<file path="config.mk">
export PLATFORM = sky130hd
export DESIGN_NAME = agg_grant_server
export DESIGN_NICKNAME = d
export VERILOG_FILES = /design/src/rtl/my_pkg.sv /design/src/rtl/srv_timeout_cnt.sv /design/src/rtl/agg_grant_server.sv
export SDC_FILE = /design/constraint.sdc
export NUM_CORES = 1
export LEC_CHECK = 0
export CELL_PAD_IN_SITES_DETAIL_PLACEMENT = 1
export CELL_PAD_IN_SITES_GLOBAL_PLACEMENT = 1
export CORE_ASPECT_RATIO = 0.7
export CORE_MARGIN = 1
export CORE_UTILIZATION = 26
export CTS_BUF_LIST = sky130_fd_sc_hd__clkbuf_4
export CTS_CLUSTER_SIZE = 14
export DETAILED_ROUTE_END_ITERATION = 12
export HOLD_SLACK_MARGIN = 0.03
export PLACE_DENSITY = 0.81
export SLEW_MARGIN = 5
export SYNTH_ARGS = -nofsm -noshare
export SYNTH_HDL_FRONTEND = slang
export SYNTH_SLANG_ARGS = --single-unit
export TNS_END_PERCENT = 1
</file>
<file path="constraint.sdc">
create_clock -name clk -period 2.51 [get_ports clk]
set_input_delay 0.502 -clock clk [delete_from_list [all_inputs] [get_ports clk]]
set_output_delay 0.502 -clock clk [all_outputs]
set_load 0.01 [all_outputs]
</file>
<file path="src/rtl/my_pkg.sv">
// -----------------------------------------------------------------------------
// my_pkg
// Shared definitions for the aggregation engine's grant-side service engine:
//   - N_REQ_DFLT   : default number of requesters (matches arbiter width)
//   - IDX_W/VEC_W  : index width and the widest one-hot vector the helpers take
//   - srv_state_t  : service FSM state encoding
//   - is_onehot    : exactly-one-bit-set test (also used by the arbiter metric)
//   - onehot_to_idx: one-hot to binary index encoder
// -----------------------------------------------------------------------------
package my_pkg;

  localparam int N_REQ_DFLT = 5;
  localparam int IDX_W      = 3;
  localparam int VEC_W      = 1 << IDX_W;

  typedef enum logic [1:0] {
    IDLE  = 2'd0,
    ISSUE = 2'd1,
    WAIT  = 2'd2,
    DONE  = 2'd3
  } srv_state_t;

  // Callers zero-extend narrower vectors to VEC_W bits.
  function automatic logic is_onehot(input logic [VEC_W-1:0] v);
    return (v != '0) && ((v & (v - VEC_W'(1))) == '0);
  endfunction

  // Result is only meaningful when is_onehot(v) holds.
  function automatic logic [IDX_W-1:0] onehot_to_idx(input logic [VEC_W-1:0] v);
    logic [IDX_W-1:0] idx;
    idx = '0;
    for (int i = 0; i < VEC_W; i++) begin
      if (v[i]) idx = idx | IDX_W'(i);
    end
    return idx;
  endfunction

endpackage

</file>
<file path="src/rtl/srv_timeout_cnt.sv">
// -----------------------------------------------------------------------------
// srv_timeout_cnt
// Read-return watchdog counter for agg_grant_server.
//   clk, arst_n : clock, asynchronous active-low reset
//   clr_i       : synchronous clear (has priority over en_i)
//   en_i        : increment by one this cycle
//   expire_o    : count has reached TIMEOUT-1
// -----------------------------------------------------------------------------
module srv_timeout_cnt #(
  parameter int TIMEOUT = 64
) (
  input  logic clk,
  input  logic arst_n,
  input  logic clr_i,
  input  logic en_i,
  output logic expire_o
);

  localparam int CNT_W = $clog2(TIMEOUT) + 1;

  logic [CNT_W-1:0] cnt_q;
  logic [CNT_W-1:0] cnt_d;

  always_comb begin
    cnt_d = cnt_q;
    if (clr_i)     cnt_d = '0;
    else if (en_i) cnt_d = cnt_q + CNT_W'(1);
  end

  // NOTE: sequential state is updated with non-blocking assignments only, so
  // every flop samples the pre-edge values regardless of block ordering.
  always_ff @(posedge clk or negedge arst_n) begin
    if (!arst_n) cnt_q <= '0;
    else         cnt_q <= cnt_d;
  end

  // The owner leaves the counting state on expiry, so no saturation is needed.
  assign expire_o = (cnt_q == CNT_W'(TIMEOUT - 1));

endmodule

</file>
<file path="src/rtl/agg_grant_server.sv">
// -----------------------------------------------------------------------------
// agg_grant_server
// Grant-side service engine behind the 5-way round-robin arbiter. Samples the
// one-hot grant in IDLE, latches the winner's access, performs it on the shared
// port (req/gnt, then rvalid for reads), and returns the response to the winner
// while pulsing req_satisfied. One access in flight at a time.
//
// Ports:
//   clk, arst_n        : clock, asynchronous active-low reset
//   grant              : one-hot grant from arbiter (only sampled in IDLE)
//   req_we/addr/wdata  : packed per-requester access fields, slice i = req i
//   req_satisfied      : one-cycle completion pulse to the arbiter
//   rsp_valid          : one-hot response strobe to the served requester
//   rsp_data, rsp_err  : read data (0 for writes/aborts), timeout abort flag
//   mem_req/we/addr/wdata : shared-port request with latched fields
//   mem_gnt            : shared port accepts the request
//   mem_rvalid/rdata   : shared-port read return
//   busy               : FSM not in IDLE
//   proto_err          : sticky, multi-hot grant observed in IDLE
//
// All outputs decode registered state/fields only.
// -----------------------------------------------------------------------------
module agg_grant_server
  import my_pkg::*;
#(
  parameter int N_REQ   = N_REQ_DFLT,
  parameter int ADDR_W  = 8,
  parameter int DATA_W  = 32,
  parameter int TIMEOUT = 64
) (
  input  logic                     clk,
  input  logic                     arst_n,
  input  logic [N_REQ-1:0]         grant,
  input  logic [N_REQ-1:0]         req_we,
  input  logic [N_REQ*ADDR_W-1:0]  req_addr,
  input  logic [N_REQ*DATA_W-1:0]  req_wdata,
  output logic                     req_satisfied,
  output logic [N_REQ-1:0]         rsp_valid,
  output logic [DATA_W-1:0]        rsp_data,
  output logic                     rsp_err,
  output logic                     mem_req,
  output logic                     mem_we,
  output logic [ADDR_W-1:0]        mem_addr,
  output logic [DATA_W-1:0]        mem_wdata,
  input  logic                     mem_gnt,
  input  logic                     mem_rvalid,
  input  logic [DATA_W-1:0]        mem_rdata,
  output logic                     busy,
  output logic                     proto_err
);

  srv_state_t        state_q, state_d;
  logic [IDX_W-1:0]  idx_q, idx_d;
  logic              we_q, we_d;
  logic [ADDR_W-1:0] addr_q, addr_d;
  logic [DATA_W-1:0] wdata_q, wdata_d;
  logic [DATA_W-1:0] rdata_q, rdata_d;
  logic              abort_q, abort_d;
  logic              proto_err_q, proto_err_d;

  logic              cnt_clr;
  logic              cnt_en;
  logic              cnt_expire;

  logic [VEC_W-1:0]  grant_ext;
  logic [IDX_W-1:0]  grant_idx;
  logic              grant_onehot;
  logic              sel_we;
  logic [ADDR_W-1:0] sel_addr;
  logic [DATA_W-1:0] sel_wdata;

  assign grant_ext    = VEC_W'(grant);
  assign grant_onehot = is_onehot(grant_ext);
  assign grant_idx    = onehot_to_idx(grant_ext);

  // Slice mux driven straight by the grant bits; its result is only used
  // when the grant is one-hot, so at most one iteration matches.
  always_comb begin
    sel_we    = 1'b0;
    sel_addr  = '0;
    sel_wdata = '0;
    for (int i = 0; i < N_REQ; i++) begin
      if (grant[i]) begin
        sel_we    = req_we[i];
        sel_addr  = req_addr[i*ADDR_W +: ADDR_W];
        sel_wdata = req_wdata[i*DATA_W +: DATA_W];
      end
    end
  end

  // The counter restarts on read acceptance and only runs while waiting.
  assign cnt_clr = (state_q == ISSUE) && mem_gnt && !we_q;
  assign cnt_en  = (state_q == WAIT);

  srv_timeout_cnt #(
    .TIMEOUT (TIMEOUT)
  ) u_timeout_cnt (
    .clk      (clk),
    .arst_n   (arst_n),
    .clr_i    (cnt_clr),
    .en_i     (cnt_en),
    .expire_o (cnt_expire)
  );

  // NOTE: every variable written here gets a default first, so no path can
  // leave one unassigned and infer a latch.
  always_comb begin
    state_d     = state_q;
    idx_d       = idx_q;
    we_d        = we_q;
    addr_d      = addr_q;
    wdata_d     = wdata_q;
    rdata_d     = rdata_q;
    abort_d     = abort_q;
    proto_err_d = proto_err_q;

    unique case (state_q)
      IDLE: begin
        if (grant_onehot) begin
          idx_d   = grant_idx;
          we_d    = sel_we;
          addr_d  = sel_addr;
          wdata_d = sel_wdata;
          rdata_d = '0;
          abort_d = 1'b0;
          state_d = ISSUE;
        end else if (grant != '0) begin
          // Multi-hot: flag it and latch nothing.
          proto_err_d = 1'b1;
        end
      end

      ISSUE: begin
        if (mem_gnt) state_d = we_q ? DONE : WAIT;
      end

      WAIT: begin
        // Read return wins over an expiry in the same cycle.
        if (mem_rvalid) begin
          rdata_d = mem_rdata;
          state_d = DONE;
        end else if (cnt_expire) begin
          rdata_d = '0;
          abort_d = 1'b1;
          state_d = DONE;
        end
      end

      DONE: begin
        state_d = IDLE;
      end

      default: begin
        state_d = IDLE;
      end
    endcase
  end

  // NOTE: the latched access fields are reset too, so the field-driven
  // outputs (mem_we/mem_addr/mem_wdata) read 0 straight out of reset.
  always_ff @(posedge clk or negedge arst_n) begin
    if (!arst_n) begin
      state_q     <= IDLE;
      idx_q       <= '0;
      we_q        <= 1'b0;
      addr_q      <= '0;
      wdata_q     <= '0;
      rdata_q     <= '0;
      abort_q     <= 1'b0;
      proto_err_q <= 1'b0;
    end else begin
      state_q     <= state_d;
      idx_q       <= idx_d;
      we_q        <= we_d;
      addr_q      <= addr_d;
      wdata_q     <= wdata_d;
      rdata_q     <= rdata_d;
      abort_q     <= abort_d;
      proto_err_q <= proto_err_d;
    end
  end

  assign mem_req       = (state_q == ISSUE);
  assign mem_we        = we_q;
  assign mem_addr      = addr_q;
  assign mem_wdata     = wdata_q;
  assign busy          = (state_q != IDLE);
  assign proto_err     = proto_err_q;
  assign req_satisfied = (state_q == DONE);
  assign rsp_valid     = (state_q == DONE) ? (N_REQ'(1) << idx_q) : '0;
  assign rsp_data      = (state_q == DONE) ? rdata_q : '0;
  assign rsp_err       = (state_q == DONE) && abort_q;

endmodule
</file>
Word level (Yosys, flattened, before mapping)
Cells that the tools add are included.

word-level totals
  bits in registers = 87
  latch bits = 0
  bits in writable memories = 0
  bits in read-only memories = 0
  input bits = 246
  output and inout bits = 83
  logic and storage cells = 77
  memories kept = 0

operators by class
  $add $sub $neg = 2
  multipliers = 0
  div/mod/pow operators = 0
  $lt $le $gt $ge = 0
  eq/ne operators = 9
  shift-type cells = 1
  mux-type cells = 37
  bitwise operators = 2
  reduce and logical (&&, ||, !) cells = 17

operator list
  operator                                                                 number
  32-bit two-way mux                                                       9
  32-bit case mux with 2 select lines                                      1
  8-bit two-way mux                                                        5
  7-bit two-way mux                                                        2
  2-bit two-way mux                                                        6
  1-bit two-way mux                                                        10
  3-bit AND reduction                                                      3
  5-bit by 8-bit AND with 8-bit output                                     1
  8-bit zero test                                                          1
  2-bit case mux with 4 select lines                                       1
  8-bit nonzero test                                                       1
  7-bit by 1-bit adder with 7-bit output, second input constant            1
  7-bit by 6-bit == test with 1-bit output, second input constant          1
  2-bit nonzero test                                                       3
  5-bit by 1-bit subtractor with 6-bit output, second input constant       1
  5-bit two-way mux                                                        1
  5-bit nonzero test                                                       1
  1-bit by 3-bit << shifter with 5-bit output, first input constant        1
  2-bit == test, second input constant                                     2
  1-bit logical AND                                                        4
  2-bit by 1-bit inequality test with 1-bit output, second input constant  2
  2-bit inequality test, second input constant                             2
  4-bit AND reduction                                                      1
  3-bit two-way mux                                                        1
  other kinds (7)                                                          7

Longest topological paths before layout
  depth in word-level cells = 6
  depth in mapped cells = 9
  gate-level depth less buffers = 7

Cells and area by module
From an unflattened synthesis, not the netlist that was laid out.

unflattened totals
  cells, all modules = 565
  area, all modules = 5,287.6 µm²

modules (own cells, without submodules)
  module            instances  cells an instance  area an instance (µm²)  seq. area each (µm²)
  agg_grant_server  1          535                4,963.5                 2,001.9
  srv_timeout_cnt   1          30                 324.1                   175.2

Least setup slack after synthesis
OpenSTA, ideal clock, no wires.

  path type = in2reg
  from = input port grant[2]
  to = register rdata_q[10]
  library setup time = 0.121 ns
  arrival = 1.792 ns
  data required time = 2.389 ns
  setup slack = 0.597 ns
  stages on the path = 7
  buffers on the path = 2
  cell sequence = buf_2 > or3_1 > a21oi_2 > nor2_2 > a21o_4 > buf_6 > a22o_1

on the way
  word-level cells in the longest chain between the ends = 6
  elaborated cells on any way between the ends = 7

RTL lines
  what                                         line                     text
  start: declaration                           agg_grant_server.sv:33   input logic [N_REQ-1:0] grant,
  5-bit by 1-bit subtractor with 6-bit output  my_pkg.sv:25             return (v != '0) && ((v & (v - VEC_W'(1))) == '0);
  5-bit by 8-bit AND with 8-bit output         my_pkg.sv:25
  8-bit zero test                              my_pkg.sv:25
  1-bit logical AND (*)                        my_pkg.sv:25
  2-bit inequality test (no line) (*)          -
  3-bit AND reduction (no line) (*)            -
  end signal: assignment                       agg_grant_server.sv:177  rdata_q <= rdata_d;
  end: declaration                             agg_grant_server.sv:57   logic [DATA_W-1:0] rdata_q, rdata_d;

Every way passes the cells marked *; elsewhere a longest branch is shown, timed or not.
A chain may end at the register's enable or synchronous reset.

Final worst setup path
  from = register state_q[1]
  to = output port mem_req

on the way
  word-level cells in the longest chain between the ends = 1

RTL lines
  what                                      line                     text
  start: declaration                        agg_grant_server.sv:52   srv_state_t state_q, state_d;
  start signal: assignment                  agg_grant_server.sv:172  state_q <= state_d;
  2-bit by 1-bit == test with 1-bit output  agg_grant_server.sv:183  assign mem_req = (state_q == ISSUE);
  end: declaration                          agg_grant_server.sv:41   output logic mem_req,

Every way passes these cells.

==> reports/qor.yml <==
grt_start_max_net_pins: 88
max-vdd-ir-drop_v: 0.000328
critPathMaxStageDelay_ns: 0.59
ff2ff_path_depth: 6
critPathKind: "register to output pin"
synth_area_leader_cell: "dfrtp_1"
seqCellArea_mm2: 0.00218
synth-xor-area-share_pct: 0.844
synthMuxAreaShare_pct: 0.603
drtIter0Drc: 153
fin_crit_sh_pct: 99.2
layout.nets: 1142
worstPathCellList: "buf_4 -> inv_1 -> ha_1 -> clkdlybuf4s50_1"
final_hold_viol_count: 0
synth-seq-cells: 87
synth_area_leaders: "dfrtp_1 42%, o21ai_0 8.5%, a221oi_1 6.9%, o31ai_1 6.1%, a22o_1 5.4%"
fin_crit_ns: 2.49
layout_commonest_cell: "clkdlybuf4s50_1"
grt_usage_pct: 21.5
synth_top_family_by_area: "compound AO/OA/AOI/OAI gates"
reg2reg_to: "rdata_q[21]"
via_count: 5862
yosys_warnings: 0
finalSetupViolCount: 0
wire_per_inst_um: 19.4
drc: 0
grt_pass1_vias: 6116
first_pass_iters: 7
routed_wl_um: 22500
synth_top_area_share_pct: 42.0
worst-slew-pin-transition_ns: 0.646
ant_nets: 0
synth_ff_type: "dfrtp_1"
skew_ns: 0.0249
hpwl_um: 16800
hp-start: "grant[3]"
viasPerCell: 5.06
crit_path_top_delay_cell: "clkdlybuf4s50_1"
io_buffer_count: 328
hold_class: "input pin to register"
n_antenna_cell: 0
worstHoldEndpoint: "idx_q[0]"
mostFrequentLayoutCells: "292 x clkdlybuf4s50_1, 88 x o21ai_0, 87 x dfrtp_1"
syn_nets: 838
drv_slew: 0
fillers: 2230
cts_tree: "done"
relSlewSlack_pct: 56.9
syn_avg_cell_area_um2: 8.85
start_util_pct: 27.0
fin_util_pct: 47.0
grt-ovfl-total: 0
synth_fa_ha_area_share_pct: 1.64
cp.arrival_ns: 1.99
max_clock_freq_mhz: 402
cp-end-kind: "output pin"
final_layout_size_suffix_gt1_share_pct: 5.81
root_buffer: "clkbuf_4"
critPathLaunchType: "register"
r2r-start: "u_timeout_cnt.cnt_q[0]"
cts_num_sinks: 87
drv_cap: 0
synthCells: 586
dieWidth_um: 171
clockBufferDepth: 2
ys_seq_area_share_pct: 42.0
die_y_um: 120
h-tree-depth: 3
syn_area_mm2: 0.00519
cp_max_fo: 4
io-pin-count: 329
rsz0062_at_grt: "yes"
dp_cells: 1141
instances_no_fill: 1159
r2r_slack_ns: 0.52
p_leak_nw: 4.10
multi_input_area_mm2: 0.00273
grt_antenna_before_repair: 0
path_clk_slew_ns: 0.15
insertion_delay_ns: 0.48
synthDistinctLibCells: 37
grt_pass1_wl_um: 33600
status: "finished, final reports clean"
gp_congestion: 0.758
syn2layout_area_growth_pct: 74.1
core_area_mm2: 0.0192
row_count: 42
synth_simple_gate_area_share_pct: 15.8
ys_async_sr_fraction_pct: 100
dieArea_mm2: 0.0205
min_path_cells: 3
numCtsBuffers: 9
power-per-cell-area_mw_per_mm2: 761
required_ns: 2.01
synth_compound_gate_area_share_pct: 33.1
synth-edff-count: 0
==> power by group <==
group | switching, mW | internal [mW]
Clock | 0.558 | 0.413
Sequential | 0.398 | 2.05
Combinational | 1.57 | 1.88
==> synth_stat cells, types with 3 or more instances <==
cell	n
o21ai_0	88
dfrtp_1	87
nand2_1	50
a21oi_1	47
nor2b_1	42
o31ai_1	42
a221oi_1	41
clkbuf_1	35
and2_1	33
a22o_1	32
nor2_1	16
buf_2	10
inv_1	7
buf_4	6
ha_1	6
nand2b_1	5
buf_1	4
buf_6	4
xor2_1	4
nand4_1	3
nor3_1	3
or3_1	3
==> kinds of logic (layout without fill, tap and decap cells) <==
logic type / count (synthesis) / count (layout)
and+or+nand+nor: 158 / 158
AOI/OAI and AO/OA: 260 / 260
muxes: 3 / 3
adders and majority gates: 7 / 7
DFF: 87 / 87
buffers and inverters: 66 / 375
xor gates and xnor gates: 5 / 5
==> layer usage <==
layer	global-route usage (%)	part of all wire, %	vias to the layer above
met5	0	0	-
met4	4.85	0.99	0
met3	6.61	8.4	16
met2	39.0	51	226
met1	24.5	40	2849
li1	-	-	2771
==> worst max path at each step <==
stage / depth (start not counted) / endpoint / slack [ns] / startpoint
global route: 4 / mem_req / -0.09 / state_q[1]
global placement: 6 / rdata_q[26] / 0.11 / grant[0]
floorplan: 7 / rdata_q[10] / 0.60 / grant[2]
CTS: 5 / rsp_valid[3] / -0.03 / state_q[0]
finish: 4 / mem_req / 0.02 / state_q[1]
detailed placement: 6 / rdata_q[21] / 0.02 / grant[0]
==> metrics by stage <==
stage                     worst slack (ns)  power (mW)  setup TNS [ns]  hold slack (ns)  instance area, µm²
final                               0.0195        6.87               0            0.419                9030
after global routing               -0.0896        7.38          -0.154            0.405                9030
after CTS                          -0.0345        6.99         -0.0698            0.380                8950
after global placement               0.108        5.79               0            0.457                8750
after detailed placement            0.0221        5.94               0            0.469                8750
after floorplan                      0.597        4.01               0            0.206                5190
==> state kept, by name, summed over array words and instances (netlist names) <==
register and count:
abort_q 1, idx_q 3, mem_addr 8, mem_wdata 32, mem_we 1, proto_err 1
rdata_q 32, state_q 2, u_timeout_cnt.cnt_q 7
==> cell type report <==
| type | count | area share, % |
|---|---|---|
| tap | 264 | 3.66 |
| inverter | 7 | 0.291 |
| clock inverter | 7 | 1.14 |
| multi-input combinational | 433 | 30.2 |
| timing repair buffer | 352 | 39.9 |
| sequential | 87 | 24.1 |
| clock buffer | 9 | 0.748 |
==> critical path: cells and delay by family (launching register included) <==
family / cells / cell delay, ns
buffers and inverters: 3 / 0.85
flip-flops: 1 / 0.44
adder cells (fa/ha/maj): 1 / 0.23
==> repair_timing <==
action / in CTS / in global routing
gates resized for setup: 8 / 30
hold endpoints to repair: 27 / 0
buffers inserted: 1 / 0
setup endpoints to repair: 38 / 33
hold buffers: 1 / 0
(Power assumes the default switching activity.)
